==> src/rtl/range_sequencer.sv <==
// range_sequencer: ultrasonic-style ranging controller.
// Fires a trigger pulse, then measures the echo pulse width in clk cycles.
// Width and wait are both bounded by a timeout, and a holdoff follows every measurement.
// Optional feature macro: RANGE_AUTO_RETRIGGER_EN. When it is defined, IDLE restarts
// automatically to give continuous ranging, and start is ignored.
module range_sequencer #(
  parameter int unsigned TRIG_CYCLES    = 500,
  parameter int unsigned TIMEOUT_CYCLES = 2000000,
  parameter int unsigned HOLDOFF_CYCLES = 3000000
) (
  input  logic        clk,
  input  logic        rst,
  input  logic        start,
  input  logic        echo,
  output logic        trig,
  output logic [25:0] dist_counter,
  output logic        valid,
  output logic        timeout,
  output logic        busy
);

  localparam int unsigned CW = 26;
  localparam logic [CW-1:0] CNT_SAT  = '1;
  localparam logic [CW-1:0] TRIG_END = CW'(TRIG_CYCLES);
  localparam logic [CW-1:0] TO_LAST  = CW'(TIMEOUT_CYCLES - 1);
  localparam logic [CW-1:0] HOLD_END = CW'(HOLDOFF_CYCLES);

  typedef enum logic [2:0] {
    IDLE      = 3'd0,
    TRIG      = 3'd1,
    WAIT_ECHO = 3'd2,
    MEASURE   = 3'd3,
    HOLDOFF   = 3'd4
  } state_e;

  state_e        state_q, state_d;
  logic [CW-1:0] cnt_q, cnt_d;
  logic [CW-1:0] dist_q, dist_d;
  logic          trig_q, trig_d;
  logic          valid_q, valid_d;
  logic          timeout_q, timeout_d;
  logic          busy_q, busy_d;
  logic          sync1_q, echo_s_q, echo_d3_q;

  logic          echo_rise_c;
  logic          echo_fall_c;
  logic          go_c;
  logic [CW-1:0] cnt_inc_c;

  // Echo edges are taken against a third registered copy of the synchronized line
  assign echo_rise_c = echo_s_q & ~echo_d3_q;
  assign echo_fall_c = ~echo_s_q & echo_d3_q;
  assign cnt_inc_c   = (cnt_q == CNT_SAT) ? cnt_q : cnt_q + CW'(1);

`ifdef RANGE_AUTO_RETRIGGER_EN
  assign go_c = 1'b1;
`else
  assign go_c = start;
`endif

  // State, counters, outputs and the echo synchronizer
  always_ff @(posedge clk) begin
    if (rst) begin
      state_q   <= IDLE;
      cnt_q     <= '0;
      dist_q    <= '0;
      trig_q    <= 1'b0;
      valid_q   <= 1'b0;
      timeout_q <= 1'b0;
      busy_q    <= 1'b0;
      sync1_q   <= 1'b0;
      echo_s_q  <= 1'b0;
      echo_d3_q <= 1'b0;
    end else begin
      state_q   <= state_d;
      cnt_q     <= cnt_d;
      dist_q    <= dist_d;
      trig_q    <= trig_d;
      valid_q   <= valid_d;
      timeout_q <= timeout_d;
      busy_q    <= busy_d;
      sync1_q   <= echo;
      echo_s_q  <= sync1_q;
      echo_d3_q <= echo_s_q;
    end
  end

  // Next-state and registered-output logic
  always_comb begin
    state_d   = state_q;
    cnt_d     = cnt_q;
    dist_d    = dist_q;
    trig_d    = 1'b0;
    valid_d   = 1'b0;
    timeout_d = timeout_q;
    unique case (state_q)
      IDLE: begin
        cnt_d = '0;
        if (go_c) begin
          state_d = TRIG;
          cnt_d   = CW'(1);
          trig_d  = 1'b1;
        end
      end
      TRIG: begin
        if (cnt_q >= TRIG_END) begin
          state_d = WAIT_ECHO;
          cnt_d   = '0;
        end else begin
          cnt_d  = cnt_inc_c;
          trig_d = 1'b1;
        end
      end
      WAIT_ECHO: begin
        // A rise seen on the entry cycle means echo was already high: ignore it
        if (echo_rise_c && (cnt_q != '0)) begin
          state_d = MEASURE;
          cnt_d   = CW'(1);
        end else if (cnt_q >= TO_LAST) begin
          state_d   = HOLDOFF;
          cnt_d     = CW'(1);
          dist_d    = CNT_SAT;
          timeout_d = 1'b1;
          valid_d   = 1'b1;
        end else begin
          cnt_d = cnt_inc_c;
        end
      end
      MEASURE: begin
        if (echo_fall_c) begin
          state_d   = HOLDOFF;
          cnt_d     = CW'(1);
          dist_d    = cnt_q;
          timeout_d = 1'b0;
          valid_d   = 1'b1;
        end else if (cnt_q >= TO_LAST) begin
          state_d   = HOLDOFF;
          cnt_d     = CW'(1);
          dist_d    = CNT_SAT;
          timeout_d = 1'b1;
          valid_d   = 1'b1;
        end else begin
          cnt_d = cnt_inc_c;
        end
      end
      HOLDOFF: begin
        if (cnt_q >= HOLD_END) begin
          state_d = IDLE;
          cnt_d   = '0;
        end else begin
          cnt_d = cnt_inc_c;
        end
      end
      default: begin
        state_d = IDLE;
        cnt_d   = '0;
      end
    endcase
    busy_d = (state_d != IDLE);
  end

  assign trig         = trig_q;
  assign dist_counter = dist_q;
  assign valid        = valid_q;
  assign timeout      = timeout_q;
  assign busy         = busy_q;

endmodule

==> config.mk <==
export PLATFORM = sky130hd
export DESIGN_NAME = range_sequencer
export DESIGN_NICKNAME = d
export VERILOG_FILES = /design/src/rtl/range_sequencer.sv
export SDC_FILE = /design/constraint.sdc
export NUM_CORES = 1
export LEC_CHECK = 0
export CAP_MARGIN = 30
export CORE_ASPECT_RATIO = 0.75
export CORE_UTILIZATION = 50
export CTS_CLUSTER_DIAMETER = 60
export DETAILED_ROUTE_END_ITERATION = 16
export PLACE_DENSITY = 0.72
export SLEW_MARGIN = 20
export SYNTH_ARGS = -nofsm -noshare
export SYNTH_HDL_FRONTEND = slang
export SYNTH_SLANG_ARGS = --single-unit
==> constraint.sdc <==
create_clock -name clk -period 6.3 [get_ports clk]
set_input_delay 0.945 -clock clk [delete_from_list [all_inputs] [get_ports clk]]
set_output_delay 0.945 -clock clk [all_outputs]
set_load 0.01 [all_outputs]
# Word level (Yosys, flattened, before mapping)
# Index checks and enable logic that the tools add are counted.
[totals]
reg_bits = 62
inputBits = 4
output_inout_bits = 30
wordCells = 60
[classes]
n_addsub = 1
magnitude_cmp = 3
n_eq_ne = 6
n_mux = 30
bitwise_logic = 4
reduce_logical = 6
[op_table]
columns = ["cell", "n"]
rows = [
  ["26-bit 2-to-1 mux", 9],
  ["26-bit one-hot mux with 5 select lines", 1],
  ["26-bit one-hot mux with 2 select lines", 1],
  ["26-bit by 1-bit adder with 26-bit output, second input constant", 1],
  ["26-bit == test, second input constant", 1],
  ["26-bit by 21-bit greater-or-equal comparator with 1-bit output, second input constant", 1],
  ["26-bit by 22-bit greater-or-equal comparator with 1-bit output, second input constant", 1],
  ["26-bit by 9-bit greater-or-equal comparator with 1-bit output, second input constant", 1],
  ["26-bit nonzero test", 1],
  ["3-bit 2-to-1 mux", 6],
  ["3-bit one-hot mux with 5 select lines", 1],
  ["1-bit 2-to-1 mux", 9],
  ["3-bit by 2-bit == test with 1-bit output, second input constant", 2],
  ["1-bit one-hot mux with 2 select lines", 3],
  ["3-bit by 1-bit == test with 1-bit output, second input constant", 1],
  ["3-bit == test, second input constant", 1],
  ["3-bit zero test", 1],
  ["3-bit nonzero test", 1],
  ["1-bit bitwise AND", 2],
  ["2-bit != test, second input constant", 1],
  ["1-bit inverter", 2],
  ["2-bit AND reduction", 1],
  ["2-bit nonzero test", 1],
  ["1-bit logical AND", 1],
]

# Logic depth before layout (Yosys ltp)
[logic_depth]
depth_word = 6
depth_mapped = 10
mapped_depth_nobuf = 8

# Worst setup path after synthesis
# OpenSTA, ideal clock, no wires.
[synth_timing]
path_type = "reg-to-reg"
start = "register cnt_q[11]"
end = "register dist_q[10] (netlist: dist_counter[10])"
t_arrival_ns = 2.019
required_ns = 6.219
setup_slack_ns = 4.200
stages_incl_launch_ff = 9
period_less_slack_ns = 2.100
cell_sequence = "dfxtp_1 > buf_8 > or4_4 > o311ai_4 > o21ai_2 > or2_1 > buf_6 > buf_12 > a211oi_2"
[synth_via]
elab_chain_len = 4
word_cells_on_any_way = 9
classes_between = "order compare: 1; eq/ne: 1; mux: 4; reduce/logical: 3"
[synth_rtl]
columns = ["item", "line", "source"]
rows = [
  ["start: declaration", "37", "logic [CW-1:0] cnt_q, cnt_d;"],
  ["start signal: assignment", "76", "cnt_q <= cnt_d;"],
  ["26-bit by 21-bit greater-or-equal comparator with 1-bit output or 26-bit nonzero test (tied branches)", "119, 136, 116", ""],
  ["26-bit 2-to-1 mux or 1-bit logical AND (tied branches)", "-", ""],
  ["26-bit 2-to-1 mux (tied with other cells)", "-", ""],
  ["26-bit one-hot mux with 2 select lines or 2-bit AND reduction (tied branches)", "-", ""],
  ["end signal: assignment", "77", "dist_q <= dist_d;"],
  ["end: declaration", "38", "logic [CW-1:0] dist_q, dist_d;"],
]
# Several ways; a longest one is shown, not always the timed one. The select of a mux whose other input is x is not followed.
# A chain may end at the register's enable or synchronous reset.

# Final worst setup path
[layout_timing]
start = "register cnt_q[18]"
end = "register dist_q[20] (netlist: dist_counter[20])"
# The elaborated chain is that of the path after synthesis.

==> summary.md <==
| Metric | Value |
|---|---|
| Outcome | `completed` |
| 1st-pass router iterations | `5` |
| Setup Fix Bufs, Post-CTS | `0` |
| Die W | `90.9 um` |
| Final setup viols | `0` |
| Max_cap viols | `0` |
| Endpoints failing hold | `0` |
| Crit path DAT | `2.99 ns` |
| Worst reg2reg path depth | `7` |
| Initial antenna violation count | `0` |
| Top_reg_cell synth | `dfxtp_1` |
| Maximum vdd drop | `0.156 mV` |
| Asr flop ratio synth | `0%` |
| Die ar. | `6240 um^2` |
| Total Routing Usage GR | `21.6%` |
| Core area | `5530 um^2` |
| Hold endpoint | `echo_s_q` |
| Clock sinks | `62` |
| Multiplexer area fraction after synthesis | `0%` |
| Die Height | `68.7 um` |
| Clock tree root driver cell | `clkbuf_8` |
| CP Capture Type | `register` |
| Final min period | `2.74 ns` |
| Leak pwr | `1.20 nW` |
| Synth unique cells | `49` |
| Syn Area/Cell | `8.92 um^2` |
| Vias in the first global route | `2109` |
| DR iter-0 viols | `144` |
| Area of the multi-input gates | `1470 um^2` |
| Final net count | `366` |
| YS warnings | `0` |
| Mapped Area | `2960 um^2` |
| Setup TNS | `0 ns` |
| Largest net degree at the start of global routing | `34` |
| Measured slew at the worst slew-check pin | `0.751 ns` |
| Combinational family with the most area after synthesis | `simple AND/OR/NAND/NOR gates` |
| Simple-gate share of the synthesized area | `25.4%` |
| First-pass GRT wire length | `10100 um` |
| Worst R2R End | `dist_counter[20]` |
| Hold_sp | `sync1_q` |
| Final Cycle Share | `43.5%` |
| CTS tree | `done` |
| Pwr Density | `236 nW/um^2` |
| Drt wl/cell | `13.8 um` |
| F_max | `365 MHz` |
| Reg2Reg Launch Point | `cnt_q[18]` |
| Commonest non-fill, non-tap cell in the layout | `dfxtp_1` |
| FILL cells | `497` |
| Via count | `2396` |
| Post-synth EDFFs | `0` |
| IO Count | `34` |
| DRC | `0` |
| Worst Path Max Fanout | `14` |
| Ant. Diodes | `0` |
| Worst setup SP type | `register` |
| Clk buf depth | `2` |
| Row count | `23` |
| Cell count after synthesis | `332` |
| Area grow syn2layout | `16.9%` |
| Post-Route WL | `6050 um` |
| Worst-path clk slew | `0.06 ns` |
| Clk Latency, worst-skew pair | `0.35 ns` |
| Initial core utilization | `53.6%` |
| Final Util | `62.7%` |
| GRT overflow | `0` |
| Worst Skew | `0.00458 ns` |
| Most frequent cells in the layout | `dfxtp_1, nor2_1, clkdlybuf4s50_1` |
| Crit Path Class | `register to register` |
| Ratio of cells with drive above 1 in the final layout | `12.9%` |
| Compound-Gate Fraction of Synth Area | `17.1%` |
| FF-to-FF setup slack | `3.56 ns` |
| Hold depth | `1` |
| Sequential share of the synthesized area | `41.9%` |
| CTS Buf Count | `9` |
| #FFs+latches synth | `62` |
| Slew Limit Fails | `0` |
| Gp weighted congestion | `0.917` |
| Dpl hpwl | `4220 um` |
| Hold Crit Class | `register to register` |
| I/O Buffers | `33` |
| Seq. cell area | `1240 um^2` |
| Routed Antenna Nets | `0` |
| Area share of fa/ha/maj cells after synthesis | `0.845%` |
| Setup WS post-layout | `3.56 ns` |
| Post-CTS Hold Fix Bufs | `0` |
| Data required time at the worst endpoint | `6.54 ns` |
| Final instance area | `3460 um^2` |
| H-tree depth | `3` |
| Place WS | `3.58 ns` |
| Post-synthesis xor/xnor area fraction | `5.62%` |
| Via-to-Cell Ratio | `5.46` |
| Cell Area, Placed | `3270 um^2` |
| Max_slew headroom | `50.0%` |
| RSZ-0062 raised after global routing | `no` |
| Post-CTS sizing | `0` |
-- per-layer routing --
layer / vias to the layer above / part of all wire, % / track usage (%)
li1: 1201 / - / -
met1: 1099 / 49 / 28.2
met2: 86 / 42 / 31.5
met3: 10 / 7.9 / 9.76
met4: 0 / 1.5 / 7.54
met5: - / 0 / 0
-- state kept, by name, summed over array words and instances, names as in the netlist --
register	flops
busy	1
trig	1
dist_counter	26
timeout	1
cnt_q	26
valid	1
sync1_q	1
echo_s_q	1
state_q	3
echo_d3_q	1
-- logic make-up after synthesis --
logic type	count (synthesis)
AND/OR/NAND/NOR	139
flip-flops	62
AO/OA/AOI/OAI	55
buffers and inverters	54
XOR/XNOR	19
adder cells (fa/ha/maj)	2
other	1
-- cells in the mapped netlist, types with 6 or more instances --
cell type / count / area, um^2
dfxtp_1: 62 / 1240
clkbuf_1: 12 / 45.0
xnor2_1: 8 / 70.1
nand4_1: 15 / 93.8
nor2_1: 52 / 195
nor4_1: 7 / 43.8
a21oi_1: 11 / 55.1
inv_1: 32 / 120
a211oi_2: 19 / 238
nand2_1: 8 / 30.0
xor2_1: 11 / 96.3
nand3_1: 10 / 50.1
and3_1: 6 / 37.5
nor2b_1: 7 / 43.8
-- metrics by stage --
| stage | total power, W | instances | hold WS [ns] |
|---|---|---|---|
| after floorplan | 0.000471 | 335 | 0.414 |
| after global placement | 0.000500 | 424 | 0.420 |
| after detailed placement | 0.000501 | 424 | 0.442 |
| after CTS | 0.000830 | 439 | 0.455 |
| after global routing | 0.000857 | 439 | 0.467 |
| final | 0.000818 | 439 | 0.447 |
-- final cells by class --
type / count / share of cell area (%)
multi-input combinational: 219 / 42.4
clock buffer: 15 / 5.38
inverter: 32 / 3.47
tap: 75 / 2.71
timing repair buffer: 36 / 10.2
sequential: 62 / 35.8
-- worst max-delay path, cell delays in order, from the launching register on --
cell and delay [ns]:
dfxtp_1 0.50, nand3_1 0.16, o311ai_0 0.59, nand2b_1 0.22, o21ai_2 0.06, or2_1 0.50
buf_4 0.33, a221oi_1 0.27
-- how the worst max path moves through the flow --
| stage | start | endpoint | slack, ns | depth (start not counted) |
|---|---|---|---|---|
| 2_1_floorplan | cnt_q[11] | dist_counter[10] | 4.20 | 8 |
| 6_report | cnt_q[18] | dist_counter[20] | 3.56 | 7 |
| 3_5_place_dp | cnt_q[17] | dist_counter[21] | 3.58 | 7 |
| 5_1_grt | cnt_q[18] | dist_counter[21] | 3.32 | 7 |
| 3_3_place_gp | rst | cnt_q[6] | 3.64 | 6 |
| 4_1_cts | cnt_q[18] | dist_counter[20] | 3.56 | 7 |
-- where the power goes --
group / internal [W] / switching (W)
sequential: 0.000408 / 0.0000103
clock: 0.000184 / 0.000142
combinational: 0.0000390 / 0.0000351
Note: power is estimated with default switching activity, not from simulation.
==> patch 1, RTL diff (config.mk and constraints unchanged) <==
The 5 states of `state_e` get a one-hot encoding in 5 bits.
--- a/src/rtl/range_sequencer.sv
+++ b/src/rtl/range_sequencer.sv
@@ -27,8 +27,8 @@
 
-  typedef enum logic [2:0] {
-    IDLE      = 3'd0,
-    TRIG      = 3'd1,
-    WAIT_ECHO = 3'd2,
-    MEASURE   = 3'd3,
-    HOLDOFF   = 3'd4
+  typedef enum logic [4:0] {
+    IDLE      = 5'b00001,
+    TRIG      = 5'b00010,
+    WAIT_ECHO = 5'b00100,
+    MEASURE   = 5'b01000,
+    HOLDOFF   = 5'b10000
   } state_e;
Formal check against the unedited RTL: no difference found for any inputs over 10 cycles, from zero or initial values and one cycle with rst high; not proved beyond that.
==> patch 1 against the unedited design <==
  * Cell count up 3.9%
  * Synthesized cell count grew 5.7%
  * Highest routed layer unchanged
  * Design area rose by 2.6%
  * Maximum frequency increased by 8.5%
  * Clock skew decreased by 0.0011 ns
  * Sequential cell count rose by 2
  * Wire length grew 11%
  * Power fell by 0.73%
  * First-iteration DRC count fell by 19%
  * Critical path depth up 2
  * Clock power grew 8.6%
  * Setup slack better by 0.21 ns
  * Area after synthesis up 0.34%
==> patch 1: results (changes against the unedited design) <==
The met3 wirelength from detailed routing was 329 µm (was 478 µm). The area fraction in compound gates after synthesis is 17.3% (was 17.1%). The total global routing track utilization is 23.7% (was 21.6%). The average cell area after synthesis came out at 8.47 µm² (was 8.92 µm²).

The register area share after synthesis was 43.1% (was 41.9%). The number of antenna diodes came out at 0 (unchanged). The leakage power figure is 1.22 nW (was 1.20 nW). The pin count of the biggest net entering global routing came out at 33 (was 34).

Result of the run: finished, final reports clean (unchanged). Leading cell types by count after synthesis: nor2_1, dfxtp_1, nor3_1 (was dfxtp_1, nor2_1, inv_1). The maximum fanout count along the critical path is 18 (was 14). The met1 routed wirelength after detailed routing is 3.50 mm (was 2.96 mm).

The weighted congestion reported at the end of routability-driven placement came out at 0.920 (was 0.917). The clock skew after layout came out at 0.00347 ns (was 0.00458 ns). The worst supply voltage drop on vdd is 228 µV (was 156 µV). The net switching fraction of the power was 22.4% (was 22.9%). The number of cells in the design after placement is 439 (was 424).

The standard cell area after detailed placement came out at 3340 µm² (was 3270 µm²). The kind of cell with the highest combined delay on the critical path is compound AO/OA/AOI/OAI gates (unchanged). The quantity of I/O buffers inserted on ports is 33 (unchanged). The highest-delay cell along the critical path is a21o_1 (was o311ai_0). The largest stage delay on the critical path was 0.38 ns (was 0.59 ns).

The clock-pin slew reported for the worst setup and hold paths after clock tree synthesis is 0.07 ns. The met2 routing resource usage after global routing is 36.0% (was 31.5%). The post-detailed-routing wire length came out at 6.74 mm (was 6.05 mm). The clock period minus worst slack is 2.53 ns (was 2.74 ns). The number of iterations in the first detailed-routing pass is 4 (was 5). The net switching power of the design is 0.182 mW (was 0.188 mW). The fraction of layout instances using a drive strength above 1 is 9.71% (was 12.9%). The count of cells along the worst register-to-register path is 9 (was 7). The count of different cell masters after synthesis was 52 (was 49). The met1 global-route usage is 31.4% (was 28.2%).

The pre-CTS setup slack is 3.66 ns (was 3.58 ns). The endpoint of the lowest-slack register-to-register path is dist_counter[0]$_SDFFE_PP0P_ (was dist_counter[20]$_SDFFE_PP0P_). The met2 layer wire length in the routed design is 2.78 mm (was 2.53 mm). The number of fillers in the final layout is 484 (was 497). The final standard cell count with taps included and fillers excluded is 456 (was 439).

The total number of vias is 2523 (was 2396). The flop-to-flop setup slack is 3.77 ns (was 3.56 ns). The via count of the first global-routing pass is 2247 (was 2109).

The critical path arrival is 2.79 ns (was 2.99 ns). The relative slew slack is 48.4% (was 50.0%). The share of the synthesized netlist area taken by xor and xnor gates came out at 5.60% (was 5.62%). The wire length of the first global-routing pass is 11.2 mm (was 10.1 mm).

The final-stage net count came out at 382 (was 366). The global routing met3 resource utilization is 8.00% (was 9.76%). The maximum level of the CTS H-tree is 3 (unchanged). The post-route worst hold slack came to 0.442 ns (was 0.447 ns). The origin of the critical flop-to-flop path is cnt_q[0]$_SDFF_PP0_ (was cnt_q[18]$_SDFF_PP0_). The combinational group share of total power came out at 5.1% (was 9.1%).

The starting DRC count in detailed routing was 116 (was 144). The post-detailed-placement half-perimeter wirelength came out at 4.71 mm (was 4.22 mm). The fraction of power consumed by sequential logic is 51.3% (was 51.1%).
[patch 1: cell types whose count changed after synthesis, sizes merged, moves of 4 or more]
| cell | change |
|---|---|
| nor2 | +17 |
| nand2 | +12 |
| clkbuf | +5 |
| and2 | -5 |
| nand4 | -7 |
| nor2b | -4 |
| nor3 | +20 |
| inv | -22 |
[patch 1: kinds of logic (layout without fill, tap and decap cells)]
| kind of cell | after synthesis | after routing |
|---|---|---|
| AND/OR/NAND/NOR | 161 | 161 |
| AO/OA/AOI/OAI | 66 | 66 |
| flip-flops | 64 | 64 |
| buffers and inverters | 37 | 64 |
| XOR/XNOR | 19 | 19 |
| adder cells (fa/ha/maj) | 2 | 2 |
| other | 1 | 4 |
| multiplexers | 1 | 1 |
[patch 1: area by class of cell]
class                   count  area (µm²)  share of cell area, %
repair buffers             38         403                   11.3
inverters                  10        37.5                   1.06
well taps                  75        93.8                   2.64
multi-input cells         253        1540                   43.3
clock inverters             3        40.0                   1.13
clock buffers              13         159                   4.47
flip-flops and latches     64        1280                   36.0
==> patch 2, RTL diff (same settings) <==
Made on the original files. Build with the macro `RANGE_AUTO_RETRIGGER_EN` defined.
--- a/src/rtl/range_sequencer.sv
+++ b/src/rtl/range_sequencer.sv
@@ -5,2 +5,4 @@
 // automatically to give continuous ranging, and start is ignored.
+`define RANGE_AUTO_RETRIGGER_EN
+
 module range_sequencer #(
Behaviour: not the same (Yosys sat finds a counterexample within 4 cycles, from zero or initial values and one cycle with rst high).
==> patch 2 against the unedited design <==
  * Area after synthesis down 7.6%
  * Clock power up 7.4%
  * Setup slack worse by 0.18 ns
  * Design area down 5.5%
  * Critical path type unchanged
  * Critical path depth unchanged
  * Worst hold slack worse by 0.0070 ns
  * Power up 5.7%
  * Wire length up 6.0%
  * Largest power group unchanged
  * Sequential cell count unchanged
==> patch 2: results (changes against the unedited design) <==
Result of the run: finished, final reports clean (unchanged). The leakage power figure is 1.14 nW (was 1.20 nW). The wire length of the first global-routing pass came out at 10.7 mm (was 10.1 mm). The via count normalized by instance count is 5.98 (was 5.46). The clock-pin slew reported for the worst setup and hold paths after clock tree synthesis came out at 0.07 ns. The count of different cell masters after synthesis came to 51 (was 49). The fraction of layout instances using a drive strength above 1 is 17.1% (was 12.9%). The post-detailed-placement half-perimeter wirelength was 4.05 mm (was 4.22 mm). The actual transition at the worst max-transition pin came out at 0.861 ns (was 0.751 ns). The flop-to-flop setup slack is 3.38 ns (was 3.56 ns).

The post-route worst hold slack came out at 0.440 ns (was 0.447 ns). The pin count of the biggest net entering global routing is 31 (was 34). The weighted congestion reported at the end of routability-driven placement is 0.889 (was 0.917). The cell internal power dissipation was 0.656 mW (was 0.631 mW). The routed length per placed instance came to 16.6 µm (was 13.8 µm). The quantity of I/O buffers inserted on ports came out at 32 (was 33).

The register area share after synthesis is 45.4% (was 41.9%). The worst supply voltage drop on vdd is 167 µV (was 156 µV). The maximum fanout count along the critical path was 20 (was 14).

Top cells by area in the synthesized netlist: dfxtp_1, o221a_2, nor3_1, xor2_1, nand3_1 (was dfxtp_1, a211oi_2, nor2_1, inv_1, xor2_1). The portion of total power attributed to the clock network is 40.4% (was 39.9%). The clock skew after layout is 0.00798 ns (was 0.00458 ns). The initial antenna violation count is 0 (unchanged). The via count of the first global-routing pass is 2154 (was 2109).

The critical path arrival is 3.21 ns (was 2.99 ns). The fraction of power consumed by sequential logic is 49.4% (was 51.1%). The net switching fraction of the power came to 24.2% (was 22.9%). The starting DRC count in detailed routing is 157 (was 144).

The final-stage net count came to 316 (was 366). The worst setup path startpoint is cnt_q[22]$_SDFF_PP0_ (was cnt_q[18]$_SDFF_PP0_). The endpoint of the lowest-slack register-to-register path was dist_counter[15]$_SDFFE_PP0P_ (was dist_counter[20]$_SDFFE_PP0P_). The post-cts gate resize count was 0 (unchanged).
[patch 2: stage by stage]
stage          util, %  setup slack (ns)  cells  area (µm²)
2_1_floorplan        -              4.02    286        2750
3_3_place_gp      60.2              3.04    369        3050
3_5_place_dp      60.2              3.01    369        3050
4_1_cts           64.1              2.98    385        3250
5_1_grt           64.6              3.21    387        3270
6_report          64.6              3.38    387        3270
[patch 2: final cells by class]
cell class | count | area (µm²)
clock inverters | 5 | 58.8
fillers | 442 | 1790
well taps | 72 | 90.1
flip-flops and latches | 62 | 1240
repair buffers | 35 | 354
multi-input cells | 196 | 1370
clock buffers | 11 | 141
inverters | 6 | 22.5
[patch 2: critical path, cell delays in order (launching register included)]
cell and delay, ns:
dfxtp_1 0.35, nor4_1 0.59, nand4b_1 0.28, or3_4 0.46, a211oi_2 0.36, nand2b_1 0.38, buf_8 0.23, o221a_2 0.20
[patch 2: routing by layer]
layer / wire length, µm / GRT usage [%] / up-vias
li1: - / - / 1137
met3: 490 / 8.99 / 6
met2: 2730 / 36.2 / 80
met5: 0 / 0 / -
met4: 47 / 6.76 / 0
met1: 3150 / 33.8 / 1093
[patch 2: logic make-up (layout without fill, tap and decap cells)]
kind of cell | after synthesis | count (layout) | synth area share, %
buffers and inverters | 28 | 57 | 5.30
flip-flops | 62 | 62 | 45.4
AND/OR/NAND/NOR | 111 | 111 | 23.2
AO/OA/AOI/OAI | 63 | 63 | 19.9
adder cells (fa/ha/maj) | 2 | 2 | 0.914
XOR/XNOR | 15 | 15 | 4.80
multiplexers | 1 | 1 | 0.366
other | 1 | 4 | 0.137
